===== src/rtl/cpu_ctrl_pkg.sv =====
`default_nettype none
// ============================================================================
// Module      : cpu_ctrl_pkg
// Description : Shared types and constants for the CPU control unit:
//               FSM states, opcodes, ALU operations, next-state classes
//               produced by the decoder, and instruction field positions.
// Revision    : 1.0 - initial release
// ============================================================================
package cpu_ctrl_pkg;

    // Defaults for the control unit parameters
    localparam int c_iw_default       = 16;
    localparam int c_wait_max_default = 15;

    // Instruction field positions (16-bit instruction word)
    localparam int c_opc_msb = 15;
    localparam int c_opc_lsb = 12;
    localparam int c_rd_msb  = 11;
    localparam int c_rd_lsb  = 10;
    localparam int c_rs_msb  = 9;
    localparam int c_rs_lsb  = 8;
    localparam int c_imm_msb = 7;
    localparam int c_imm_lsb = 0;

    typedef enum logic [2:0] {
        S_IDLE   = 3'd0,
        S_FETCH  = 3'd1,
        S_DECODE = 3'd2,
        S_EXEC   = 3'd3,
        S_MEM    = 3'd4,
        S_WB     = 3'd5,
        S_HALT   = 3'd6
    } state_t;

    // Opcodes 4'hB..4'hE are intentionally absent: they decode as illegal
    typedef enum logic [3:0] {
        OP_NOP  = 4'h0,
        OP_ADD  = 4'h1,
        OP_SUB  = 4'h2,
        OP_AND  = 4'h3,
        OP_OR   = 4'h4,
        OP_ADDI = 4'h5,
        OP_LD   = 4'h6,
        OP_ST   = 4'h7,
        OP_BEQ  = 4'h8,
        OP_JMP  = 4'h9,
        OP_OUT  = 4'hA,
        OP_HALT = 4'hF
    } opcode_t;

    typedef enum logic [1:0] {
        ALU_ADD = 2'b00,
        ALU_SUB = 2'b01,
        ALU_AND = 2'b10,
        ALU_OR  = 2'b11
    } alu_op_t;

    // What the FSM does after EXEC, as classified by the decoder
    typedef enum logic [2:0] {
        NC_FETCH = 3'd0,
        NC_WB    = 3'd1,
        NC_MEM   = 3'd2,
        NC_BEQ   = 3'd3,
        NC_JMP   = 3'd4,
        NC_OUT   = 3'd5,
        NC_HALT  = 3'd6
    } nclass_t;

endpackage
`default_nettype wire


===== src/rtl/cpu_ctrl_decode.sv =====
`default_nettype none
// ============================================================================
// Module      : cpu_ctrl_decode
// Description : Purely combinational opcode decoder. Maps the latched opcode
//               to ALU operation, ALU operand select, the post-EXEC action
//               class and an illegal-opcode flag.
// Revision    : 1.0 - initial release
// ============================================================================
module cpu_ctrl_decode
    import cpu_ctrl_pkg::*;
(
    input  logic [3:0] i_opcode,
    output alu_op_t    o_alu_op,
    output logic       o_alu_src,
    output nclass_t    o_nclass,
    output logic       o_illegal
);

    // Opcode table; undefined opcodes behave as NOP but raise o_illegal
    always_comb begin
        o_alu_op  = ALU_ADD;
        o_alu_src = 1'b0;
        o_nclass  = NC_FETCH;
        o_illegal = 1'b0;
        case (i_opcode)
            OP_NOP:  o_nclass = NC_FETCH;
            OP_ADD:  o_nclass = NC_WB;
            OP_SUB: begin
                o_alu_op = ALU_SUB;
                o_nclass = NC_WB;
            end
            OP_AND: begin
                o_alu_op = ALU_AND;
                o_nclass = NC_WB;
            end
            OP_OR: begin
                o_alu_op = ALU_OR;
                o_nclass = NC_WB;
            end
            OP_ADDI: begin
                o_alu_src = 1'b1;
                o_nclass  = NC_WB;
            end
            // Address is rs + imm for both memory operations
            OP_LD, OP_ST: begin
                o_alu_src = 1'b1;
                o_nclass  = NC_MEM;
            end
            OP_BEQ:  o_nclass = NC_BEQ;
            OP_JMP:  o_nclass = NC_JMP;
            OP_OUT:  o_nclass = NC_OUT;
            OP_HALT: o_nclass = NC_HALT;
            default: o_illegal = 1'b1;
        endcase
    end

endmodule
`default_nettype wire


===== src/rtl/cpu_ctrl_fsm.sv =====
`default_nettype none
// ============================================================================
// Module      : cpu_ctrl_fsm
// Description : Multi-cycle control unit for the 8-bit CPU datapath. Fetches
//               instructions over a req/ready handshake, decodes them and
//               drives datapath enables/selects per state. A wait counter
//               halts the core with bus_err when memory stalls too long.
//               Optional retired-instruction counter: CPU_CTRL_PERF_EN.
// Revision    : 1.0 - initial release
// ============================================================================
module cpu_ctrl_fsm
    import cpu_ctrl_pkg::*;
#(
    parameter int IW       = c_iw_default,
    parameter int WAIT_MAX = c_wait_max_default
) (
    input  logic          CLK,
    input  logic          reset,
    input  logic [IW-1:0] instr,
    input  logic          zero,
    input  logic          mem_ready,
    output logic          mem_req,
    output logic          mem_we,
    output logic          addr_sel,
    output logic          ir_load,
    output logic          pc_inc,
    output logic          pc_load,
    output logic          reg_we,
    output logic          wb_sel,
    output logic          alu_src,
    output logic [1:0]    alu_op,
    output logic          out_en,
    output logic          halted,
    output logic          illegal,
    output logic          bus_err
`ifdef CPU_CTRL_PERF_EN
    ,
    output logic [15:0]   instr_count
`endif
);

    localparam int                  c_wait_w    = $clog2(WAIT_MAX + 1);
    localparam logic [c_wait_w-1:0] c_wait_last = c_wait_w'(WAIT_MAX - 1);

    state_t              r_state;
    state_t              w_next_state;
    logic [3:0]          r_opcode;
    logic [c_wait_w-1:0] r_wait;
    logic                r_bus_err;
    logic                w_timeout;
    logic                w_is_ld;

    alu_op_t             w_dec_alu_op;
    logic                w_dec_alu_src;
    nclass_t             w_dec_nclass;
    logic                w_dec_illegal;

    // Operand fields are consumed by the datapath, not by the controller
    logic                w_unused_fields;
    assign w_unused_fields = ^instr[c_rd_msb:c_imm_lsb];

    cpu_ctrl_decode u_decode (
        .i_opcode  (r_opcode),
        .o_alu_op  (w_dec_alu_op),
        .o_alu_src (w_dec_alu_src),
        .o_nclass  (w_dec_nclass),
        .o_illegal (w_dec_illegal)
    );

    assign w_is_ld = (r_opcode == OP_LD);

    // Timeout fires on the WAIT_MAX-th consecutive unanswered request cycle
    assign w_timeout = ((r_state == S_FETCH) || (r_state == S_MEM)) &&
                       !mem_ready && (r_wait == c_wait_last);

    assign bus_err = r_bus_err;

    // State register
    always_ff @(posedge CLK or negedge reset) begin
        if (!reset) begin
            r_state <= S_IDLE;
        end else begin
            r_state <= w_next_state;
        end
    end

    // Opcode is captured on the completing FETCH handshake only
    always_ff @(posedge CLK or negedge reset) begin
        if (!reset) begin
            r_opcode <= 4'h0;
        end else if ((r_state == S_FETCH) && mem_ready) begin
            r_opcode <= instr[c_opc_msb:c_opc_lsb];
        end
    end

    // Counts stalled request cycles; any other cycle clears it, so every
    // entry into FETCH or MEM starts from zero
    always_ff @(posedge CLK or negedge reset) begin
        if (!reset) begin
            r_wait <= '0;
        end else if (mem_req && !mem_ready) begin
            r_wait <= r_wait + c_wait_w'(1);
        end else begin
            r_wait <= '0;
        end
    end

    // Sticky bus-error flag, cleared only by reset
    always_ff @(posedge CLK or negedge reset) begin
        if (!reset) begin
            r_bus_err <= 1'b0;
        end else if (w_timeout) begin
            r_bus_err <= 1'b1;
        end
    end

`ifdef CPU_CTRL_PERF_EN
    logic [15:0] r_instr_count;
    assign instr_count = r_instr_count;

    // Retired-instruction counter: one per EXEC cycle, saturating
    always_ff @(posedge CLK or negedge reset) begin
        if (!reset) begin
            r_instr_count <= 16'h0000;
        end else if ((r_state == S_EXEC) && (r_instr_count != 16'hFFFF)) begin
            r_instr_count <= r_instr_count + 16'd1;
        end
    end
`endif

    // Next-state and datapath control decode
    always_comb begin
        w_next_state = r_state;
        mem_req      = 1'b0;
        mem_we       = 1'b0;
        addr_sel     = 1'b0;
        ir_load      = 1'b0;
        pc_inc       = 1'b0;
        pc_load      = 1'b0;
        reg_we       = 1'b0;
        wb_sel       = 1'b0;
        alu_src      = 1'b0;
        alu_op       = 2'b00;
        out_en       = 1'b0;
        halted       = 1'b0;
        illegal      = 1'b0;
        case (r_state)
            S_IDLE: begin
                w_next_state = S_FETCH;
            end
            S_FETCH: begin
                mem_req = 1'b1;
                if (mem_ready) begin
                    ir_load      = 1'b1;
                    pc_inc       = 1'b1;
                    w_next_state = S_DECODE;
                end else if (w_timeout) begin
                    w_next_state = S_HALT;
                end
            end
            S_DECODE: begin
                w_next_state = S_EXEC;
            end
            S_EXEC: begin
                alu_op  = w_dec_alu_op;
                alu_src = w_dec_alu_src;
                illegal = w_dec_illegal;
                case (w_dec_nclass)
                    NC_WB:   w_next_state = S_WB;
                    NC_MEM:  w_next_state = S_MEM;
                    NC_HALT: w_next_state = S_HALT;
                    NC_BEQ: begin
                        pc_load      = zero;
                        w_next_state = S_FETCH;
                    end
                    NC_JMP: begin
                        pc_load      = 1'b1;
                        w_next_state = S_FETCH;
                    end
                    NC_OUT: begin
                        out_en       = 1'b1;
                        w_next_state = S_FETCH;
                    end
                    default: w_next_state = S_FETCH;
                endcase
            end
            S_MEM: begin
                mem_req  = 1'b1;
                addr_sel = 1'b1;
                mem_we   = (r_opcode == OP_ST);
                if (mem_ready) begin
                    w_next_state = w_is_ld ? S_WB : S_FETCH;
                end else if (w_timeout) begin
                    w_next_state = S_HALT;
                end
            end
            S_WB: begin
                reg_we       = 1'b1;
                wb_sel       = w_is_ld;
                alu_op       = w_dec_alu_op;
                alu_src      = w_dec_alu_src;
                w_next_state = S_FETCH;
            end
            S_HALT: begin
                halted = 1'b1;
            end
            default: begin
                w_next_state = S_IDLE;
            end
        endcase
    end

endmodule
`default_nettype wire


===== config.mk =====
export PLATFORM = sky130hd
export DESIGN_NAME = cpu_ctrl_fsm
export DESIGN_NICKNAME = d
export VERILOG_FILES = /design/src/rtl/cpu_ctrl_pkg.sv /design/src/rtl/cpu_ctrl_decode.sv /design/src/rtl/cpu_ctrl_fsm.sv
export SDC_FILE = /design/constraint.sdc
export NUM_CORES = 1
export LEC_CHECK = 0
export BUFFER_PORTS_ARGS = -buffer_cell sky130_fd_sc_hd__buf_2
export CAP_MARGIN = 5
export CORE_MARGIN = 5
export CORE_UTILIZATION = 45
export CTS_CLUSTER_SIZE = 25
export DETAILED_ROUTE_END_ITERATION = 10
export PLACE_DENSITY = 0.74
export SKIP_CTS_REPAIR_TIMING = 1
export SYNTH_ARGS = -nofsm -noshare
export SYNTH_HDL_FRONTEND = slang
export SYNTH_SLANG_ARGS = --single-unit

===== constraint.sdc =====
create_clock -name CLK -period 3.85 [get_ports CLK]
set_input_delay 0.1925 -clock CLK [delete_from_list [all_inputs] [get_ports CLK]]
set_output_delay 0.1925 -clock CLK [all_outputs]
set_load 0.005 [all_outputs]

==> results by group, run 1 <==
Status
  • Outcome: completed

Critical path
  • Critical Path Max Stage Delay: 0.48 ns
  • Cell chain of the critical path: nor2b_1 > nand3_1 > nor4_1 > buf_2
  • Reg2reg start: r_state[1]$_DFFE_PN0N_
  • Worst Setup Start Kind: flip-flop
  • CP max stage cell: dfrtp_1
  • Setup CP Type: flip-flop to primary output
  • Largest delay contributor family on the critical path: simple AND/OR/NAND/NOR gates
  • CP endpoint kind: primary output
  • Required @ worst endpoint: 3.66 ns
  • CP Data Arrival Time: 1.56 ns
  • Buffers & Inverters on Critical Path: 1
  • Worst-path maximum fanout: 9
  • Launch point of the worst path: r_state[0]$_DFFE_PN0N_

Yosys
  • Post-synth EDFFs: 0
  • Asr flop ratio synth: 1.000
  • Post-synth top flop: dfrtp_1
  • Yosys top cell area share: 0.3974
  • Sequential-to-total area share from yosys stat: 0.3974
  • Avg Cell Area, Syn: 9.105 µm²
  • Area contributors post-synth: dfrtp_1, nor2_1, mux2_4
  • Syn nets: 105
  • Area leader, netlist: dfrtp_1
  • Syn Std Cell Area: 755.7 µm²
  • Post-synth top cells: nor2_1, dfrtp_1, nand2b_1, nand2_1, nand3_1
  • Gate Count Post-Synth: 83
  • Synthesized flop and latch total: 12
  • Synth warn: 0
  • Count leader, synth: nor2_1
  • Synth cell types: 32

CTS
  • Inserted Clock Buffers: 3
  • Clock root buffer: clkbuf_4
  • CTS Sinks: 12
  • CTS tree: built
  • Clk_lat worst skew: 0.26 ns
  • H-tree depth: 1
  • Clock Pin Slew Worst Setup and Hold Paths: 0.07 ns
  • Bufs on Longest Clock Path: 2

Pwr
  • Switch Pwr: 258.5 µW
  • Total power: 608.0 µW
  • Leakage: 0.4386 nW
  • Cell Int Power: 349.5 µW
  • Sw Share: 0.4252
  • P per Cell Area: 687.3 mW/mm²
  • Clock share of power: 0.117
  • Sequential power share: 0.426
  • Worst VDD drop: 0.0004301 V
  • Combinational share of power: 0.456

Drt
  • Via count: 644
  • ANT nets after route: 0
  • DR DRC count: 0
  • DRT iter0 DRCs: 13
  • Vias/cell: 5.367
  • DR WL/cell: 12.48 µm
  • Pre-Repair DR Iteration Count: 4
  • Drt total wl: 1498 µm

Finish
  • Diodes inserted: 0
  • Final #Nets: 128
  • FILL cells: 145
  • P&R area growth vs syn: 17.05%
  • Final core utilization: 0.5739
  • Share of cells above drive strength 1: 0.2885

STA
  • Final setup violating endpoints: 0
  • Period utilisation layout: 0.4541
  • Final slew viol count: 0
  • Max_slew headroom: 0.7404
  • Setup TNS: 0 ns
  • Count of final hold-check violations: 0
  • Clk_skew: 0.002270 ns
  • Worst slew pin tran: 0.3893 ns
  • RSZ-0062 raised after global routing: false
  • Min cycle time layout: 1.748 ns
  • Fmax: 572.0 MHz

Die
  • Core Area: 0.001541 mm²
  • Die Height: 50.98 µm
  • Die area: 0.002599 mm²
  • Boundary pin count: 35
  • Initial Utilization: 0.4903
  • Die X: 50.98 µm
  • # rows: 14

Hold path
  • Worst hold path startpoint: instr[15]
  • Worst min-delay path class: input pin to flip-flop

Global route
  • First-pass GRT wire length: 2718 µm
  • Antenna violations before repair: 0
  • Largest net degree at the start of global routing: 13
  • Overall Global Routing Usage: 0.1286
  • Total grt overflow: 0
  • Vias in the first global route: 605

Place
  • RD Place Congestion: 0.7778
  • Post-DP HPWL: 1163 µm
  • Count of input and output buffers: 22

Run
  • Maxcap violations: 0
==> cell type report <==
type                            instances  area, µm²  area share
Timing Repair Buffer                   23      120.1      0.1358
Inverter                                3      11.26     0.01273
Sequential cell                        12      300.3      0.3395
Clock buffer                            3      22.52     0.02546
Tap cell                               16      20.02     0.02263
Multi-Input combinational cell         63      410.4      0.4639
==> worst register-to-register path, cell delays in order, from the launching register on <==
cell and delay, ns:
dfrtp_1 0.52, nor3b_2 0.26, and2_1 0.34, mux2_4 0.33
==> metal layers <==
metal,GRT usage,routed length (µm)
met5,0,0
met4,0.03830,17
met3,0.01453,78
met2,0.1942,697
met1,0.1917,705
==> power by group through the flow <==
stage	combinational (mW)	sequential, mW	clock (mW)
2_1_floorplan	0.268	0.212	0
3_3_place_gp	0.271	0.261	0
3_5_place_dp	0.278	0.261	0
4_1_cts	0.280	0.260	0.0732
5_1_grt	0.317	0.274	0.0799
6_report	0.278	0.259	0.0713
==> cell usage in the layout, fill, tap and decap left out, drive strengths merged, types with 2 or more instances in the layout <==
cell | synthesis | layout
a21boi | 2 | 2
nand3 | 4 | 4
dfrtp | 12 | 12
nor4 | 3 | 3
nor2 | 13 | 13
ha | 2 | 2
nand2b | 5 | 5
o21ai | 2 | 2
nor3 | 3 | 3
nand2 | 4 | 4
clkbuf | 2 | 3
a21oi | 3 | 3
inv | 3 | 3
xor2 | 3 | 3
xnor2 | 2 | 2
nor3b | 2 | 2
buf | 3 | 22
and2 | 2 | 2
mux2 | 3 | 3
o22ai | 2 | 2
==> sequential cells by signal (all words and copies together) (netlist names) <==
| name | flops |
|---|---|
| r_opcode | 4 |
| r_wait | 4 |
| r_state | 3 |
| bus_err | 1 |
==> through the flow <==
step / std cells / worst slack (ns) / hold WS (ns) / cell area, µm²
2_1_floorplan: 83 / 2.546 / -0.1031 / 755.7
3_3_place_gp: 116 / 2.332 / 0.07643 / 852.1
3_5_place_dp: 116 / 2.303 / 0.08197 / 852.1
4_1_cts: 119 / 2.095 / -0.1943 / 874.6
5_1_grt: 120 / 1.931 / 0.1475 / 884.6
6_report: 120 / 2.102 / 0.1412 / 884.6
==> path summary, 6_finish.rpt <==
kind                                           end  slack (ns)  cells after the start
min reg2reg                    bus_err$_DFFE_PN0P_        0.48                      1
max reg2reg                r_opcode[2]$_DFFE_PN0P_        2.29                      3
min                        r_opcode[3]$_DFFE_PN0P_        0.14                      3
max in group asynchronous      r_wait[3]$_DFF_PN0_        3.29                      2
min in group asynchronous  r_opcode[2]$_DFFE_PN0P_        0.35                      2
max                                        pc_load        2.10                      4
==> kinds of logic after synthesis <==
| kind of cell | count (synthesis) | synth area share |
|---|---|---|
| simple gates | 39 | 0.2666 |
| compound gates | 14 | 0.1258 |
| flops | 12 | 0.3974 |
| buf+inv | 8 | 0.05960 |
| xor+xnor | 5 | 0.05796 |
| mux | 3 | 0.05960 |
| fa+ha+maj | 2 | 0.03311 |
No activity file was read; power rests on OpenSTA's default activity.
==> run 2, diff against run 1 <==
==> constraint.sdc (replaced) <==
create_clock -name CLK -period 1.65 [get_ports CLK]
set_input_delay 0.0825 -clock CLK [delete_from_list [all_inputs] [get_ports CLK]]
set_output_delay 0.0825 -clock CLK [all_outputs]
set_load 0.005 [all_outputs]
==> run 2 against run 1 <==
Against the previous run: core utilization grew 3.2 points; first-iteration DRC count grew 23%; hold slack lost 0.14 ns; die area is the same; combinational power grew to 2.7 times the previous value; non-clock buffer count grew 2; wire length grew 11%; sequential power grew 130%; clock power grew to 3.4 times the previous value; setup slack lost 2.1 ns; clock skew grew 0.0054 ns; global-route usage grew 0.98 points; critical path type unchanged; critical endpoint is now alu_op[0]; largest power group unchanged.
==> results by group, run 2 (synthesis results as in run 1) <==
Drt
  • DRT iter0 DRCs: 16
  • ANT nets after route: 0
  • Drt total wl: 1659 µm
  • DR DRC count: 0
  • Via count: 675
  • Vias/cell: 5.488
  • Pre-Repair DR Iteration Count: 4
  • DR WL/cell: 13.49 µm

Hold path
  • Worst min-delay path class: input pin to flip-flop

Global route
  • Largest net degree at the start of global routing: 13
  • First-pass GRT wire length: 2773 µm
  • Antenna violations before repair: 0
  • Overall Global Routing Usage: 0.1384
  • Vias in the first global route: 635
  • Total grt overflow: 0

STA
  • Setup TNS: 0 ns
  • RSZ-0062 raised after global routing: true
  • Max_slew headroom: 0.7427
  • Min cycle time layout: 1.601 ns
  • Period utilisation layout: 0.9706
  • Final slew viol count: 0
  • Final setup violating endpoints: 0
  • Setup ws final: 0.04852 ns
  • Worst slew pin tran: 0.3860 ns
  • Clk_skew: 0.007714 ns
  • Fmax: 624.4 MHz
  • Count of final hold-check violations: 0
  • WHS: 0.002658 ns

Critical path
  • Worst Setup Start Kind: flip-flop
  • Setup CP Type: flip-flop to primary output
  • CP Data Arrival Time: 1.52 ns
  • Worst-path maximum fanout: 11
  • CP endpoint kind: primary output
  • Required @ worst endpoint: 1.57 ns

CTS
  • CTS tree: built
  • Clock root buffer: clkbuf_4
  • Bufs on Longest Clock Path: 2
  • H-tree depth: 1
  • Inserted Clock Buffers: 3
  • Clk_lat worst skew: 0.28 ns
  • Clock Pin Slew Worst Setup and Hold Paths: 0.08 ns
  • CTS Sinks: 12

Die
  • Core Area: 0.001541 mm²
  • Initial Utilization: 0.4903
  • # rows: 14
  • Die area: 0.002599 mm²
  • Die X: 50.98 µm
  • Boundary pin count: 35
  • Die Height: 50.98 µm

Pwr
  • Clock share of power: 0.151
  • Cell Int Power: 902.7 µW
  • P per Cell Area: 1690 mW/mm²
  • Switch Pwr: 675.0 µW
  • Leakage: 0.4561 nW
  • Worst VDD drop: 0.0008946 V
  • Sw Share: 0.4278
  • Combinational share of power: 0.476
  • Sequential power share: 0.372

Finish
  • Design Area, Final: 933.4 µm²
  • Diodes inserted: 0
  • Final #Nets: 130
  • Top Registers: r_opcode (4), r_wait (4), r_state (3)
  • FILL cells: 148
  • Share of cells above drive strength 1: 0.3551
  • Sequential standard cell area: 301.5 µm²
  • P&R area growth vs syn: 23.51%
  • Footprint of the multi-input gates: 429.2 µm²
  • Final core utilization: 0.6055
  • Commonest non-fill, non-tap cells in the layout: buf_2, nor2_1, dfrtp_1, nand2b_1, nand2_1
  • Most common cell after layout, fill and taps aside: buf_2

Place
  • Post-DP HPWL: 1194 µm
  • Pre-CTS setup slack: 0.1882 ns
  • Area of placed instances: 867.1 µm²
  • RD Place Congestion: 0.7738
  • Count of input and output buffers: 22

Run
  • Maxcap violations: 0

Status
  • Outcome: completed
run 2: cell types whose count changed in the layout (fill, tap and decap cells not counted), sizes merged:
cell | before | now
clkbuf | 3 | 4
buf | 22 | 24
run 2: final cells by class:
type                    count  share of cell area
flip-flops and latches     12              0.3231
inverters                   3             0.01206
multi-input cells          63              0.4598
repair buffers             25              0.1448
clock buffers               4             0.03887
well taps                  16             0.02145
run 2: routing by layer:
| layer | GRT usage | up-vias | part of all wire | wire length, µm |
|---|---|---|---|---|
| met2 | 0.2107 | 21 | 0.48 | 796 |
| met1 | 0.1815 | 315 | 0.44 | 727 |
| li1 | - | 334 | - | - |
| met4 | 0.07660 | 0 | 0.025 | 42 |
| met3 | 0.02907 | 5 | 0.055 | 92 |
| met5 | 0 | - | 0 | 0 |
run 2: worst paths after layout:
path                                           end                    from  cells past startpoint  slack, ns
max                                      alu_op[0]  r_state[1]$_DFFE_PN0N_                      5       0.05
min                        r_opcode[3]$_DFFE_PN0P_               instr[15]                      3      0.003
max reg2reg                    bus_err$_DFFE_PN0P_  r_state[0]$_DFFE_PN0N_                      5       0.24
min reg2reg                    bus_err$_DFFE_PN0P_     bus_err$_DFFE_PN0P_                      1       0.49
max in group asynchronous   r_state[2]$_DFFE_PN0N_                   reset                      2       1.20
min in group asynchronous  r_opcode[0]$_DFFE_PN0P_                   reset                      2       0.22
run 2: power by group through the flow:
stage / Clock (mW) / Combinational, mW / Sequential, mW
after floorplan: 0 / 0.626 / 0.494
after global placement: 0 / 0.706 / 0.570
after detailed placement: 0 / 0.718 / 0.573
after CTS: 0.242 / 0.728 / 0.569
after global routing: 0.252 / 0.841 / 0.611
final: 0.239 / 0.752 / 0.587
run 2: worst max-delay path, cell delays in order, from the launching register on:
cell and delay [ns]:
dfrtp_1 0.40, buf_4 0.19, xor2_1 0.15, nand2_1 0.13, nor4_2 0.23, buf_2 0.16
run 2: metrics by stage:
step	std cells	total power, mW
detailed placement	118	1.292
global route	123	1.704
CTS	122	1.539
finish	123	1.578
floorplan	83	1.120
global placement	118	1.275
==> run 3, diff against run 2 <==
--- a/config.mk
+++ b/config.mk
@@ -12,6 +12,7 @@
 export CTS_CLUSTER_SIZE = 25
 export DETAILED_ROUTE_END_ITERATION = 10
 export PLACE_DENSITY = 0.74
+export RECOVER_POWER = 25
 export SKIP_CTS_REPAIR_TIMING = 1
 export SYNTH_ARGS = -nofsm -noshare
 export SYNTH_HDL_FRONTEND = slang
==> run 3 against run 2 <==
Against the previous run: via count down 0.15%; clock power about the same; count of clock-buffer cells in the layout unchanged; first-iteration DRC count down 13%; wire length down 0.18%; final area down 0.13%; register-to-register slack about the same; critical path type unchanged; largest power group unchanged.
==> results by group, run 3 (synthesis results as in run 1) <==
Run
  • Maxcap violations: 0

Status
  • Outcome: completed

Pwr
  • Sequential power share: 0.372
  • Worst VDD drop: 0.0008941 V
  • Clock share of power: 0.151
  • Sw Share: 0.4277
  • Cell Int Power: 902.3 µW
  • Combinational share of power: 0.476
  • P per Cell Area: 1692 mW/mm²
  • Switch Pwr: 674.5 µW
  • Total power: 1.577 mW
  • Leakage: 0.4534 nW

Finish
  • Commonest non-fill, non-tap cells in the layout: buf_2, nor2_1, dfrtp_1, nand2b_1, nand2_1
  • Most common cell after layout, fill and taps aside: buf_2
  • Final core utilization: 0.6047
  • Design Area, Final: 932.1 µm²
  • P&R area growth vs syn: 23.34%
  • Top Registers: r_opcode (4), r_wait (4), r_state (3)
  • Sequential standard cell area: 301.5 µm²
  • Final #Nets: 130
  • Diodes inserted: 0
  • Share of cells above drive strength 1: 0.3458
  • FILL cells: 149
  • Fin cells: 123
  • Footprint of the multi-input gates: 429.2 µm²

STA
  • Final setup violating endpoints: 0
  • Max_slew headroom: 0.5635
  • Fmax: 624.5 MHz
  • RSZ-0062 raised after global routing: true
  • Clk_skew: 0.007682 ns
  • Min cycle time layout: 1.601 ns
  • Count of final hold-check violations: 0
  • Final slew viol count: 0
  • Period utilisation layout: 0.9704
  • Worst slew pin tran: 0.6547 ns

CTS
  • CTS Sinks: 12
  • Clock Pin Slew Worst Setup and Hold Paths: 0.08 ns
  • Inserted Clock Buffers: 3
  • Clock root buffer: clkbuf_4
  • H-tree depth: 1
  • CTS tree: built
  • Bufs on Longest Clock Path: 2
  • Clk_lat worst skew: 0.28 ns

Global route
  • Antenna violations before repair: 0
  • Total grt overflow: 0
  • First-pass GRT wire length: 2773 µm
  • Overall Global Routing Usage: 0.1384
  • Vias in the first global route: 635
  • Largest net degree at the start of global routing: 13

Drt
  • ANT nets after route: 0
  • DRT iter0 DRCs: 14
  • Drt total wl: 1656 µm
  • Via count: 674
  • DR DRC count: 0
  • Pre-Repair DR Iteration Count: 4
  • DR WL/cell: 13.46 µm
  • Vias/cell: 5.480

Die
  • Die area: 0.002599 mm²
  • Die X: 50.98 µm
  • Core Area: 0.001541 mm²
  • Boundary pin count: 35
  • Initial Utilization: 0.4903
  • Die Height: 50.98 µm
  • # rows: 14

Place
  • Dpl cells: 118
  • Count of input and output buffers: 22
  • RD Place Congestion: 0.7738
  • Post-DP HPWL: 1194 µm
  • Area of placed instances: 867.1 µm²

Critical path
  • Reg2reg start: r_state[0]$_DFFE_PN0N_
  • Worst Setup Start Kind: flip-flop
  • Cell chain of the critical path: buf_4 > xor2_1 > nand2_1 > nor4_2 > buf_2
  • CP endpoint kind: primary output
  • CP Data Arrival Time: 1.52 ns
  • Required @ worst endpoint: 1.57 ns
  • Setup CP Type: flip-flop to primary output
  • Worst-path maximum fanout: 11
  • Largest delay contributor family on the critical path: flip-flops
  • Launch point of the worst path: r_state[1]$_DFFE_PN0N_
  • Critical Path Max Stage Delay: 0.40 ns
  • Buffers & Inverters on Critical Path: 2
  • CP max stage cell: dfrtp_1

Hold path
  • Worst hold path startpoint: instr[15]
  • Worst min-delay path class: input pin to flip-flop
[run 3: tightest hold or removal path: stages]
cell and delay [ns]:
buf_2 0.07, nand2_1 0.04, o21ai_1 0.06
[run 3: metrics by stage]
step	setup slack, ns	setup TNS (ns)	hold slack (ns)
6_report	0.04878	0	0.002968
5_1_grt	-0.04534	-0.07276	0.01760
4_1_cts	0.01783	0	-0.3269
3_5_place_dp	0.1882	0	-0.02545
3_3_place_gp	0.2251	0	-0.03315
2_1_floorplan	0.3462	0	-0.2131
[run 3: layout make-up]
class                   instances  share of cell area
repair buffers                 25              0.1436
multi-input cells              63              0.4604
well taps                      16             0.02148
inverters                       3             0.01208
flip-flops and latches         12              0.3235
clock buffers                   4             0.03893
[run 3: layer usage]
| layer | share of wire | vias up | track usage | routed length, µm |
|---|---|---|---|---|
| li1 | - | 334 | - | - |
| met1 | 0.44 | 314 | 0.1815 | 725 |
| met2 | 0.48 | 21 | 0.2107 | 796 |
| met3 | 0.056 | 5 | 0.02907 | 92 |
| met4 | 0.025 | 0 | 0.07660 | 42 |
| met5 | 0 | - | 0 | 0 |
[run 3: path summary, 6_finish.rpt]
kind | end | slack, ns | cells past startpoint
min in group asynchronous | r_opcode[0]$_DFFE_PN0P_ | 0.35 | 2
max in group asynchronous | r_state[2]$_DFFE_PN0N_ | 0.85 | 2
min reg2reg | bus_err$_DFFE_PN0P_ | 0.49 | 1
max reg2reg | bus_err$_DFFE_PN0P_ | 0.24 | 5
min | r_opcode[3]$_DFFE_PN0P_ | 0.003 | 3
max | alu_op[0] | 0.05 | 5
[run 3: power groups by stage]
stage / registers (mW) / logic (mW) / clock network (mW)
after CTS: 0.569 / 0.728 / 0.242
after floorplan: 0.494 / 0.626 / 0
final: 0.587 / 0.751 / 0.239
after global routing: 0.611 / 0.841 / 0.252
after global placement: 0.570 / 0.706 / 0
after detailed placement: 0.573 / 0.718 / 0
